File: config.mk
export PLATFORM = sky130hd
export DESIGN_NAME = vec_accel_top
export DESIGN_NICKNAME = d
export VERILOG_FILES = /design/src/rtl/vec_accel_pkg.sv /design/src/rtl/sync_fifo.sv /design/src/rtl/vec_accel_top.sv
export SDC_FILE = /design/constraint.sdc
export NUM_CORES = 1
export LEC_CHECK = 0
export CORE_UTILIZATION = 60
export DETAILED_ROUTE_END_ITERATION = 6
export DONT_BUFFER_PORTS = 1
export PLACE_DENSITY = 0.76
export SLEW_MARGIN = 10
export SYNTH_ARGS = -nofsm -noshare
export SYNTH_HDL_FRONTEND = slang
export SYNTH_SLANG_ARGS = --single-unit
File: constraint.sdc
create_clock -name clk -period 6.4 [get_ports clk]
set_input_delay 0.96 -clock clk [delete_from_list [all_inputs] [get_ports clk]]
set_output_delay 0.96 -clock clk [all_outputs]
set_load 0.03 [all_outputs]
File: src/rtl/vec_accel_pkg.sv
// Shared opcodes, register index type and engine state encoding for the vector accelerator.
package vec_accel_pkg;
  localparam logic [3:0] CLS_LOAD = 4'h1;
  localparam logic [3:0] CLS_VOP  = 4'h8;
  localparam logic [3:0] CLS_RED  = 4'h9;

  localparam logic [3:0] F_RET  = 4'h1;
  localparam logic [3:0] F_ADDS = 4'hF;
  localparam logic [3:0] F_SUBS = 4'hE;
  localparam logic [3:0] F_MULS = 4'hD;
  localparam logic [3:0] F_ANDS = 4'hC;
  localparam logic [3:0] F_ORS  = 4'hB;
  localparam logic [3:0] F_XORS = 4'hA;

  localparam logic [3:0] F_SUM = 4'h8;
  localparam logic [3:0] F_OR  = 4'h9;
  localparam logic [3:0] F_AND = 4'hA;
  localparam logic [3:0] F_MAX = 4'hB;

  typedef logic [1:0] reg_idx_t;

  typedef enum logic [2:0] {
    ST_IDLE, ST_ARG1, ST_ARG2, ST_LOAD_DATA, ST_EXEC, ST_EMIT
  } engine_state_t;

  // Scalar ops occupy the contiguous code range 0xA..0xF.
  function automatic logic is_scalar_func(input logic [3:0] f);
    return f >= F_XORS;
  endfunction

  function automatic logic [7:0] red_identity(input logic [3:0] f);
    return (f == F_AND) ? 8'hFF : 8'h00;
  endfunction
endpackage

File: src/rtl/sync_fifo.sv
// Show-ahead synchronous FIFO; a push while full is accepted when a pop happens in the same cycle.
module sync_fifo #(
  parameter int W     = 8,
  parameter int DEPTH = 4
) (
  input  logic         clk,
  input  logic         rst_l,
  input  logic         wr_en,
  input  logic [W-1:0] din,
  output logic         full,
  input  logic         rd_en,
  output logic [W-1:0] dout,
  output logic         empty
);
  localparam int AW = $clog2(DEPTH);

  logic [W-1:0] mem [DEPTH];
  logic [AW:0]  wptr_reg, rptr_reg;
  logic         do_wr, do_rd;

  assign empty = (wptr_reg == rptr_reg);
  assign full  = (wptr_reg[AW] != rptr_reg[AW]) && (wptr_reg[AW-1:0] == rptr_reg[AW-1:0]);
  assign do_rd = rd_en && !empty;
  assign do_wr = wr_en && (!full || do_rd);
  assign dout  = mem[rptr_reg[AW-1:0]];

  always_ff @(posedge clk) begin
    if (do_wr) mem[wptr_reg[AW-1:0]] <= din;
  end

  always_ff @(posedge clk) begin
    if (!rst_l) begin
      wptr_reg <= '0;
      rptr_reg <= '0;
    end else begin
      if (do_wr) wptr_reg <= wptr_reg + 1'b1;
      if (do_rd) rptr_reg <= rptr_reg + 1'b1;
    end
  end
endmodule

File: src/rtl/vec_accel_top.sv
// UART-driven vector accelerator: rx -> input FIFO -> command engine over 4 vector
// registers -> output FIFO -> tx.
module vec_accel_top
  import vec_accel_pkg::*;
#(
  parameter int CLK_FREQ       = 100_000_000,
  parameter int BAUD           = 10_000_000,
  parameter int N              = 8,
  parameter int MULT_SHIFT     = 0,
  parameter int IN_FIFO_DEPTH  = 4,
  parameter int OUT_FIFO_DEPTH = 4
) (
  input  logic clk,
  input  logic rst_l,
  input  logic rx,
  output logic tx
);
  localparam int CPB  = CLK_FREQ / BAUD;
  localparam int HALF = CPB / 2;
  localparam int CW   = $clog2(CPB) + 1;
  localparam int LW   = $clog2(N + 1);
  localparam int AW   = $clog2(4 * N);

  logic             rx_s1_reg, rx_s2_reg, rx_prev_reg, rx_busy_reg, rx_valid_reg;
  logic [CW-1:0]    rx_cnt_reg, tx_cnt_reg;
  logic [3:0]       rx_bit_reg, tx_bit_reg;
  logic [7:0]       rx_shift_reg;
  logic             tx_reg, tx_busy_reg;
  logic [8:0]       tx_shift_reg;
  logic             in_full, in_empty, in_pop, out_full, out_empty, out_pop, out_push;
  logic [7:0]       in_bus, out_dout, out_byte;
  wire  [7:0]       out_bus;

  engine_state_t    state_reg;
  logic [3:0]       cls_reg, func_reg;
  reg_idx_t         dst_reg, src_reg, rd_src;
  logic [7:0]       arg2_reg, acc_reg, rd_data_reg, vop_res, red_res, mem_wd;
  logic [LW-1:0]    idx_reg, rd_idx, src_len;
  logic [LW-1:0]    len_reg [4];
  logic             hdr_reg, mem_we;
  logic [AW-1:0]    mem_wa, rd_addr;
  logic [7:0]       vmem [4*N];

  // RX: start is re-checked half a bit after the falling edge, then one sample per bit.
  always_ff @(posedge clk) begin
    if (!rst_l) begin
      rx_s1_reg <= 1'b1; rx_s2_reg <= 1'b1; rx_prev_reg <= 1'b1;
      rx_busy_reg <= 1'b0; rx_valid_reg <= 1'b0;
      rx_cnt_reg <= '0; rx_bit_reg <= '0; rx_shift_reg <= '0;
    end else begin
      rx_s1_reg    <= rx;
      rx_s2_reg    <= rx_s1_reg;
      rx_prev_reg  <= rx_s2_reg;
      rx_valid_reg <= 1'b0;
      if (!rx_busy_reg) begin
        if (rx_prev_reg && !rx_s2_reg) begin
          rx_busy_reg <= 1'b1; rx_cnt_reg <= '0; rx_bit_reg <= '0;
        end
      end else if (rx_cnt_reg == ((rx_bit_reg == 4'd0) ? CW'(HALF - 1) : CW'(CPB - 1))) begin
        rx_cnt_reg <= '0;
        if (rx_bit_reg == 4'd0) begin
          if (rx_s2_reg) rx_busy_reg <= 1'b0;
          else           rx_bit_reg  <= 4'd1;
        end else if (rx_bit_reg == 4'd9) begin
          rx_busy_reg  <= 1'b0;
          rx_valid_reg <= rx_s2_reg;
        end else begin
          rx_shift_reg <= {rx_s2_reg, rx_shift_reg[7:1]};
          rx_bit_reg   <= rx_bit_reg + 4'd1;
        end
      end else begin
        rx_cnt_reg <= rx_cnt_reg + 1'b1;
      end
    end
  end

  sync_fifo #(.W(8), .DEPTH(IN_FIFO_DEPTH)) u_in_fifo (
    .clk(clk), .rst_l(rst_l), .wr_en(rx_valid_reg), .din(rx_shift_reg), .full(in_full),
    .rd_en(in_pop), .dout(in_bus), .empty(in_empty)
  );

  sync_fifo #(.W(8), .DEPTH(OUT_FIFO_DEPTH)) u_out_fifo (
    .clk(clk), .rst_l(rst_l), .wr_en(out_push), .din(out_byte), .full(out_full),
    .rd_en(out_pop), .dout(out_dout), .empty(out_empty)
  );

  assign out_pop = !tx_busy_reg && !out_empty;
  assign tx      = tx_reg;

  always_ff @(posedge clk) begin
    if (!rst_l) begin
      tx_reg <= 1'b1; tx_busy_reg <= 1'b0;
      tx_cnt_reg <= '0; tx_bit_reg <= '0; tx_shift_reg <= '0;
    end else if (!tx_busy_reg) begin
      if (!out_empty) begin
        tx_busy_reg <= 1'b1; tx_reg <= 1'b0;
        tx_shift_reg <= {1'b1, out_dout};
        tx_cnt_reg <= '0; tx_bit_reg <= '0;
      end
    end else if (tx_cnt_reg == CW'(CPB - 1)) begin
      tx_cnt_reg <= '0;
      if (tx_bit_reg == 4'd9) begin
        tx_busy_reg <= 1'b0;
      end else begin
        tx_reg       <= tx_shift_reg[0];
        tx_shift_reg <= {1'b0, tx_shift_reg[8:1]};
        tx_bit_reg   <= tx_bit_reg + 4'd1;
      end
    end else begin
      tx_cnt_reg <= tx_cnt_reg + 1'b1;
    end
  end

  assign src_len  = len_reg[src_reg];
  assign in_pop   = (state_reg != ST_EXEC) && (state_reg != ST_EMIT) && !in_empty;
  assign out_push = (state_reg == ST_EMIT) && (!out_full || out_pop);
  assign out_byte = (cls_reg == CLS_RED) ? acc_reg : (hdr_reg ? 8'(src_len) : rd_data_reg);
  assign out_bus  = out_push ? out_byte : 8'bz;
  assign rd_addr  = AW'(int'(rd_src) * N + int'(rd_idx));

  // The read address is steered one cycle ahead so rd_data_reg holds element idx_reg.
  always_comb begin
    rd_src = src_reg;
    rd_idx = '0;
    case (state_reg)
      ST_ARG1: rd_src = in_bus[1:0];
      ST_EXEC: rd_idx = idx_reg + 1'b1;
      ST_EMIT: rd_idx = (out_push && !hdr_reg) ? idx_reg + 1'b1 : idx_reg;
      default: ;
    endcase
  end

  always_comb begin
    case (func_reg)
      F_ADDS:  vop_res = rd_data_reg + arg2_reg;
      F_SUBS:  vop_res = rd_data_reg - arg2_reg;
      F_MULS:  vop_res = 8'((16'(rd_data_reg) * 16'(arg2_reg)) >> MULT_SHIFT);
      F_ANDS:  vop_res = rd_data_reg & arg2_reg;
      F_ORS:   vop_res = rd_data_reg | arg2_reg;
      default: vop_res = rd_data_reg ^ arg2_reg;
    endcase
    case (func_reg)
      F_SUM:   red_res = acc_reg + rd_data_reg;
      F_OR:    red_res = acc_reg | rd_data_reg;
      F_AND:   red_res = acc_reg & rd_data_reg;
      default: red_res = (rd_data_reg > acc_reg) ? rd_data_reg : acc_reg;
    endcase
  end

  always_comb begin
    mem_we = 1'b0;
    mem_wa = AW'(int'(dst_reg) * N + int'(idx_reg));
    mem_wd = in_bus;
    if (state_reg == ST_LOAD_DATA) begin
      mem_we = in_pop && (idx_reg < LW'(N));
    end else if (state_reg == ST_EXEC && cls_reg == CLS_VOP && idx_reg != src_len) begin
      mem_we = 1'b1;
      mem_wd = vop_res;
    end
  end

  always_ff @(posedge clk) begin
    if (mem_we) vmem[mem_wa] <= mem_wd;
    rd_data_reg <= vmem[rd_addr];
  end

  always_ff @(posedge clk) begin
    if (!rst_l) begin
      state_reg <= ST_IDLE;
      cls_reg <= '0; func_reg <= '0; dst_reg <= '0; src_reg <= '0;
      arg2_reg <= '0; acc_reg <= '0; idx_reg <= '0; hdr_reg <= 1'b0;
      for (int i = 0; i < 4; i++) len_reg[i] <= '0;
    end else begin
      case (state_reg)
        ST_IDLE: if (!in_empty) begin
          cls_reg <= in_bus[7:4];
          if (in_bus[7:4] == CLS_LOAD || in_bus[7:4] == CLS_VOP || in_bus[7:4] == CLS_RED)
            state_reg <= ST_ARG1;
        end
        ST_ARG1: if (!in_empty) begin
          func_reg <= in_bus[7:4];
          src_reg  <= in_bus[1:0];
          dst_reg  <= (cls_reg == CLS_LOAD) ? in_bus[1:0] : in_bus[3:2];
          idx_reg  <= '0;
          hdr_reg  <= 1'b1;
          acc_reg  <= red_identity(in_bus[7:4]);
          if (cls_reg == CLS_LOAD) state_reg <= ST_ARG2;
          else if (cls_reg == CLS_VOP && in_bus[7:4] == F_RET) state_reg <= ST_EMIT;
          else if (cls_reg == CLS_VOP && is_scalar_func(in_bus[7:4])) state_reg <= ST_ARG2;
          else if (cls_reg == CLS_RED && in_bus[7:4] >= F_SUM && in_bus[7:4] <= F_MAX)
            state_reg <= ST_EXEC;
          else state_reg <= ST_IDLE;
        end
        ST_ARG2: if (!in_empty) begin
          arg2_reg <= in_bus;
          if (cls_reg == CLS_LOAD) begin
            len_reg[dst_reg] <= (in_bus > 8'(N)) ? LW'(N) : LW'(in_bus);
            state_reg <= (in_bus == 8'd0) ? ST_IDLE : ST_LOAD_DATA;
          end else begin
            state_reg <= ST_EXEC;
          end
        end
        // arg2_reg counts the data bytes still owed; bytes past N are drained unused.
        ST_LOAD_DATA: if (!in_empty) begin
          if (idx_reg < LW'(N)) idx_reg <= idx_reg + 1'b1;
          arg2_reg <= arg2_reg - 8'd1;
          if (arg2_reg == 8'd1) state_reg <= ST_IDLE;
        end
        ST_EXEC: begin
          if (idx_reg == src_len) begin
            if (cls_reg == CLS_VOP) begin
              len_reg[dst_reg] <= src_len;
              state_reg <= ST_IDLE;
            end else begin
              state_reg <= ST_EMIT;
            end
          end else begin
            idx_reg <= idx_reg + 1'b1;
            acc_reg <= red_res;
          end
        end
        ST_EMIT: if (out_push) begin
          if (cls_reg == CLS_RED) begin
            state_reg <= ST_IDLE;
          end else if (hdr_reg) begin
            hdr_reg <= 1'b0;
            if (src_len == '0) state_reg <= ST_IDLE;
          end else begin
            idx_reg <= idx_reg + 1'b1;
            if (idx_reg + 1'b1 == src_len) state_reg <= ST_IDLE;
          end
        end
        default: state_reg <= ST_IDLE;
      endcase
    end
  end

  wire unused_sink = &{1'b0, in_full, out_bus};
endmodule

Word-level counts from Yosys, hierarchy flattened --
Memories as Yosys holds them, arrays and structs flattened. A register that Yosys moved wholly into a read port is not among the register bits. Cells that the tools add are included.
Cells by class: multiply operators 1, mux-type cells 115, add/subtract/negate cells 15, bitwise logic cells 12, equal/unequal tests 57, order comparisons 6, reduce and logical (&&, ||, !) cells 52
Operators with widths (count):
- 4-bit 2-to-1 mux | 22
- 8-bit 2-to-1 mux | 10
- 4-bit == test (second input constant) | 15
- 3-bit 2-to-1 mux | 18
- 8-bit one-hot mux with 5 select lines | 1
- 1-bit 2-to-1 mux | 37
- 9-bit 2-to-1 mux | 4
- 8-bit one-hot mux with 2 select lines | 2
- 5-bit 2-to-1 mux | 6
- 8-bit one-hot mux with 3 select lines | 1
- 2-bit != test (second input constant) | 11
- 2-bit 2-to-1 mux | 10
- 1-bit logical AND | 19
- 3-bit one-hot mux with 6 select lines | 1
- 8-bit adder | 2
- 8-bit AND | 2
- 8-bit bitwise OR | 2
- 4-bit one-hot mux with 4 select lines | 1
- 4-bit AND reduction | 4
- 3-bit by 1-bit adder with 3-bit output (second input constant) | 4
- 4-bit by 1-bit adder with 4-bit output (second input constant) | 3
- 3-bit != test (second input constant) | 4
- 5-bit by 1-bit adder with 5-bit output (second input constant) | 2
- 5-bit by 4-bit adder with 5-bit output | 2
- 41 further kinds | 75
Word-level totals: word-level logic and storage cells 288, memories 4, bits in registers 90, output and inout port bits 1, input bits 3, bits in writable memories 336
Memory list:
- vmem | depth 32, bits a word 8, read ports 1, clocked after Yosys merged registers in 1, wr ports 1, RTL line vec_accel_top.sv:42 | logic [7:0] vmem [4*N];
- u_in_fifo.mem | depth 4, bits a word 8, read ports 1, clocked after Yosys merged registers in 1, wr ports 1, RTL line sync_fifo.sv:17 | logic [W-1:0] mem [DEPTH];
- u_out_fifo.mem | depth 4, bits a word 8, read ports 1, clocked after Yosys merged registers in 1, wr ports 1, RTL line sync_fifo.sv:17
- len_reg | depth 4, bits a word 4, read ports 1, clocked after Yosys merged registers in 1, wr ports 4, RTL line vec_accel_top.sv:39 | logic [LW-1:0] len_reg [4];

Logic depth before layout (Yosys ltp) --
word-level depth 9, gate-level depth with buffers 17, depth with buffers taken out 16

Cells and area by module --
A second synthesis with hierarchy kept.
Second synthesis, totals: cell total of the unflattened synthesis 1847, area total of the unflattened synthesis 21553.2 um^2
By module, submodules not included:
- vec_accel_top | cells each 1655, seq. area each 9929.5 um^2, times used 1, area each 18210.0 um^2
- sync_fifo | cells each 96, seq. area each 1121.1 um^2, times used 2, area each 1671.6 um^2

Least setup slack after synthesis --
Ideal clock, no wire load.
kind flip-flop to flip-flop, start point register arg2_reg[4], end point memory vmem[0][6] (data pin), period minus slack after synthesis 5376 ps, arrival time 4922 ps, cell stages (with the launch flop) 16, path buffers 1, required time 5946 ps, library setup time 454 ps, slack 1024 ps, cells stage by stage dfxtp_1 buf_1 nand2_1 fa_1 fa_1 inv_1 fa_1 inv_1 fa_1 inv_1 ha_1 xnor2_1 mux2i_1 o221ai_1 a31oi_1 o21ai_0
Between the ends: word-level cells in the longest chain between the ends 4, elaborated cells between the ends (all ways) 6, classes of those cells 2 x add/sub; 1 x mul; 3 x mux
Ends and longest elaborated chain:
- from (decl) | RTL line vec_accel_top.sv:37 | logic [7:0] arg2_reg, acc_reg, rd_data_reg, vop_res, red_res, mem_wd;
- from (signal assigned) | RTL line vec_accel_top.sv:195 | arg2_reg <= in_bus;
- from (signal assigned) | RTL line vec_accel_top.sv:206 | arg2_reg <= arg2_reg - 8'd1;
- 8-bit by 8-bit multiplier with 8-bit output, or another cell as far along | RTL line vec_accel_top.sv:137 | F_MULS: vop_res = 8'((16'(rd_data_reg) * 16'(arg2_reg)) >> MULT_SHIFT);
- 8-bit one-hot mux with 5 select lines * | RTL line vec_accel_top.sv:134 | case (func_reg)
- 8-bit 2-to-1 mux * | RTL line vec_accel_top.sv:156 | end else if (state_reg == ST_EXEC && cls_reg == CLS_VOP && idx_reg != src_len) begin
- 8-bit 2-to-1 mux * | RTL line vec_accel_top.sv:154 | if (state_reg == ST_LOAD_DATA) begin
- named net mem_wd[6] | RTL line vec_accel_top.sv:37
- to (decl) | RTL line vec_accel_top.sv:42
Mark *: on every way through the listed nets, which the timed path passes. The rest lies on a longest branch.

Worst setup path in the final report --
start point register rd_data_reg[1] (read register of vmem), end point memory vmem[17][5] (data pin)
Between the ends: word-level cells in the longest chain between the ends 4, elaborated cells between the ends (all ways) 6, classes of those cells 2 x add/sub; 1 x mul; 3 x mux
Ends and longest elaborated chain (RTL line):
- from (decl) | vec_accel_top.sv:37
- 8-bit by 8-bit multiplier with 8-bit output, or another cell as far along | vec_accel_top.sv:137
- 8-bit one-hot mux with 5 select lines * | vec_accel_top.sv:134
- 8-bit 2-to-1 mux * | vec_accel_top.sv:156
- 8-bit 2-to-1 mux * | vec_accel_top.sv:154
- named net mem_wd[5] | vec_accel_top.sv:37
Marked as above.

==> results.json <==
{
  "status": "complete, no violations",
  "root_buffer": "clkbuf_16",
  "synth_top_area_share": 0.4770,
  "netlist_top_cells_area": "edfxtp_1 48%, dfxtp_1 9.8%, nand2_1 5.5%",
  "nNetsFinal": 1930,
  "dp_slack_ps": 1442,
  "power_density_nw_per_um2": 264.8,
  "route.antenna.remaining_nets": 0,
  "period_share": 0.7915,
  "synth_area_sq_um": 21150,
  "grt_pass1_vias": 14210,
  "worstMarginPinSlew_ps": 1119,
  "cts_tree": "yes",
  "start_util": 0.6108,
  "drive_above_1_share": 0.08078,
  "ctsResizeCount": 0,
  "hold_buffers": 0,
  "ys_seq_area_frac": 0.5755,
  "whs_ps": 423.3,
  "rsz0062_at_grt": "no",
  "maxCapViolCount": 0,
  "cts_max_level": 2,
  "slew_headroom": 0.2539,
  "via_count": 14530,
  "ys_types": 80,
  "antenna_found_initial": 2,
  "clk_latency_ps": 590,
  "clock_skew_ps": 34.31,
  "arrival_ps": 5280,
  "numPortBuffers": 0,
  "rows": 68,
  "design.core.area_sq_um": 34630,
  "synthArstFlopShare": 0,
  "cts_num_sinks": 440,
  "synth.net_count": 1957,
  "critPathKind": "register to register",
  "avgViaCountPerCell": 6.282,
  "drtIter0Drc": 1438,
  "die_x_um": 189.8,
  "syn_to_final_growth_pct": 9.022,
  "fmax_ghz": 0.1974,
  "die-area_sq_um": 36010,
  "critPathMaxFanout": 32,
  "cts_buffer_depth": 3,
  "die_h_um": 189.8,
  "drc": 0,
  "overflow": 0,
  "synthFlopType": "edfxtp_1",
  "cp-end-kind": "register",
  "diodes": 0,
  "largest_reg_flops": 256,
  "synth_area_per_cell_sq_um": 11.43,
  "dp_hpwl_um": 32370,
  "wl_per_cell_um": 21.59,
  "track_usage": 0.2835,
  "postSynthCellCount": 1850,
  "numCtsBuffers": 45,
  "ys_warn_count": 0,
  "crit_required_ps": 6610,
  "drt-total-wl_um": 49920,
  "grt_start_max_net_pins": 129,
  "cts_post_setup_buffers_inserted": 0,
  "synth-edff-count": 336,
  "gp_congestion": 0.9354,
  "worst_setup_path_start_kind": "register",
  "hold_path.class": "register to register",
  "drtPass1Iterations": 6,
  "period_needed_ps": 5066,
  "fin_setup_tns_ps": 0,
  "peakVddDrop_mv": 0.2704,
  "fin_ws_ps": 1334,
  "hold_viol_final": 0,
  "finalMaxSlewViolations": 0,
  "cellLeakagePower_nw": 8.133,
  "path_clk_slew_ps": 60,
  "pin_count": 4,
  "yosysTopAreaCell": "edfxtp_1",
  "setup_viol": 0,
  "grt_pass1_wl_um": 78540,
  "largest_register": "vmem",
  "ys_seq_elements": 440
}
synthesized netlist by cell type (all sizes together) (6+ instances only):
cell / n
edfxtp: 336
a31oi: 8
mux2i: 48
nand2b: 15
xor2: 18
a21o: 7
o21bai: 6
nor4: 12
o31ai: 8
nor2: 158
nand3: 24
o21ai: 60
buf: 29
dfxtp: 104
nand2: 312
a311oi: 6
fa: 14
clkbuf: 63
nor2b: 20
a211oi: 20
inv: 83
o22ai: 38
mux2: 6
a21oi: 124
a32oi: 67
nor3: 17
mux4: 20
and2: 13
xnor2: 39
ha: 90
or3: 13
metal layers:
layer | up-vias | track usage | part of all wire
met5 | - | 0 | 0.00054
met4 | 4 | 0.1225 | 0.040
met3 | 142 | 0.05497 | 0.078
met2 | 654 | 0.4525 | 0.47
met1 | 7028 | 0.3799 | 0.41
li1 | 6697 | - | -
worst max-delay path: stages, from the launching register on:
cell,delay (ps)
dfxtp_1,690
inv_1,300
nor2_1,170
ha_1,200
fa_1,400
ha_1,280
inv_1,50
fa_1,520
inv_1,70
fa_1,460
xor2_1,270
a21oi_1,110
o221ai_1,190
a21oi_1,100
o31ai_4,890
final timing paths:
| path | end | startpoint | cells past startpoint | slack (ps) |
|---|---|---|---|---|
| worst min register to register | rx_s2_reg | rx_s1_reg | 1 | 420 |
| worst min-delay path | rx_s2_reg | rx_s1_reg | 1 | 420 |
| worst max register to register | vmem[17][5] | rd_data_reg[1] | 14 | 1330 |
| worst max-delay path | vmem[17][5] | rd_data_reg[1] | 14 | 1330 |
per-stage QoR:
stage / total power [mW] / area (sq um) / cells / util
floorplan: 3.383 / 21150 / 1850 / -
global placement: 3.464 / 21540 / 2231 / 0.6221
detailed placement: 3.474 / 21540 / 2231 / 0.6221
CTS: 6.126 / 23060 / 2312 / 0.6659
global route: 6.266 / 23060 / 2312 / 0.6659
finish: 6.107 / 23060 / 2312 / 0.6659
placed cells by master (no fill, tap or decap), types with 7 or more instances in the layout:
| cell | synthesis | routed |
|---|---|---|
| buf_4 | 7 | 15 |
| nor3_1 | 15 | 15 |
| a21o_1 | 7 | 7 |
| inv_1 | 83 | 82 |
| fa_1 | 14 | 14 |
| o21ai_0 | 59 | 53 |
| nand2b_1 | 15 | 15 |
| a31oi_1 | 7 | 7 |
| mux2i_1 | 48 | 46 |
| nand2_1 | 312 | 312 |
| a32oi_1 | 67 | 67 |
| o22ai_1 | 38 | 38 |
| a21oi_1 | 124 | 123 |
| mux4_2 | 20 | 20 |
| edfxtp_1 | 336 | 336 |
| ha_1 | 90 | 90 |
| xor2_1 | 18 | 18 |
| a211oi_1 | 19 | 19 |
| clkbuf_16 | 0 | 46 |
| nor2b_1 | 20 | 20 |
| clkbuf_1 | 63 | 7 |
| nor2_1 | 158 | 158 |
| dfxtp_1 | 104 | 104 |
| or3_1 | 11 | 11 |
| nor4_2 | 8 | 8 |
| nand3_1 | 24 | 24 |
| and2_1 | 13 | 13 |
| xnor2_1 | 37 | 37 |
power breakdown:
| part | switching (mW) | leakage (nW) | total (mW) | internal [mW] |
|---|---|---|---|---|
| sequential | 0.0444 | 3.89 | 3.15 | 3.11 |
| clock | 1.11 | 0.733 | 2.69 | 1.57 |
| combinational | 0.172 | 3.51 | 0.266 | 0.0936 |
final cells by class:
| class | instances | area (sq um) |
|---|---|---|
| Clock inverter | 28 | 337.8 |
| Fill cell | 2454 | 11570 |
| Inverter | 83 | 311.5 |
| Tap cell | 455 | 569.3 |
| Multi-Input combinational cell | 1235 | 8318 |
| Clock buffer | 53 | 1177 |
| Timing Repair Buffer | 18 | 172.7 |
| Sequential cell | 440 | 12170 |
logic make-up after synthesis:
family	Yosys count	share of synthesized area
flip-flops	440	0.5755
multiplexers	74	0.04738
AND/OR/NAND/NOR	617	0.1309
AO/OA/AOI/OAI	383	0.1208
buffers and inverters	175	0.03461
XOR/XNOR	57	0.02431
adder cells (fa/ha/maj)	104	0.06649
Note: power is estimated with default switching activity, not from simulation.
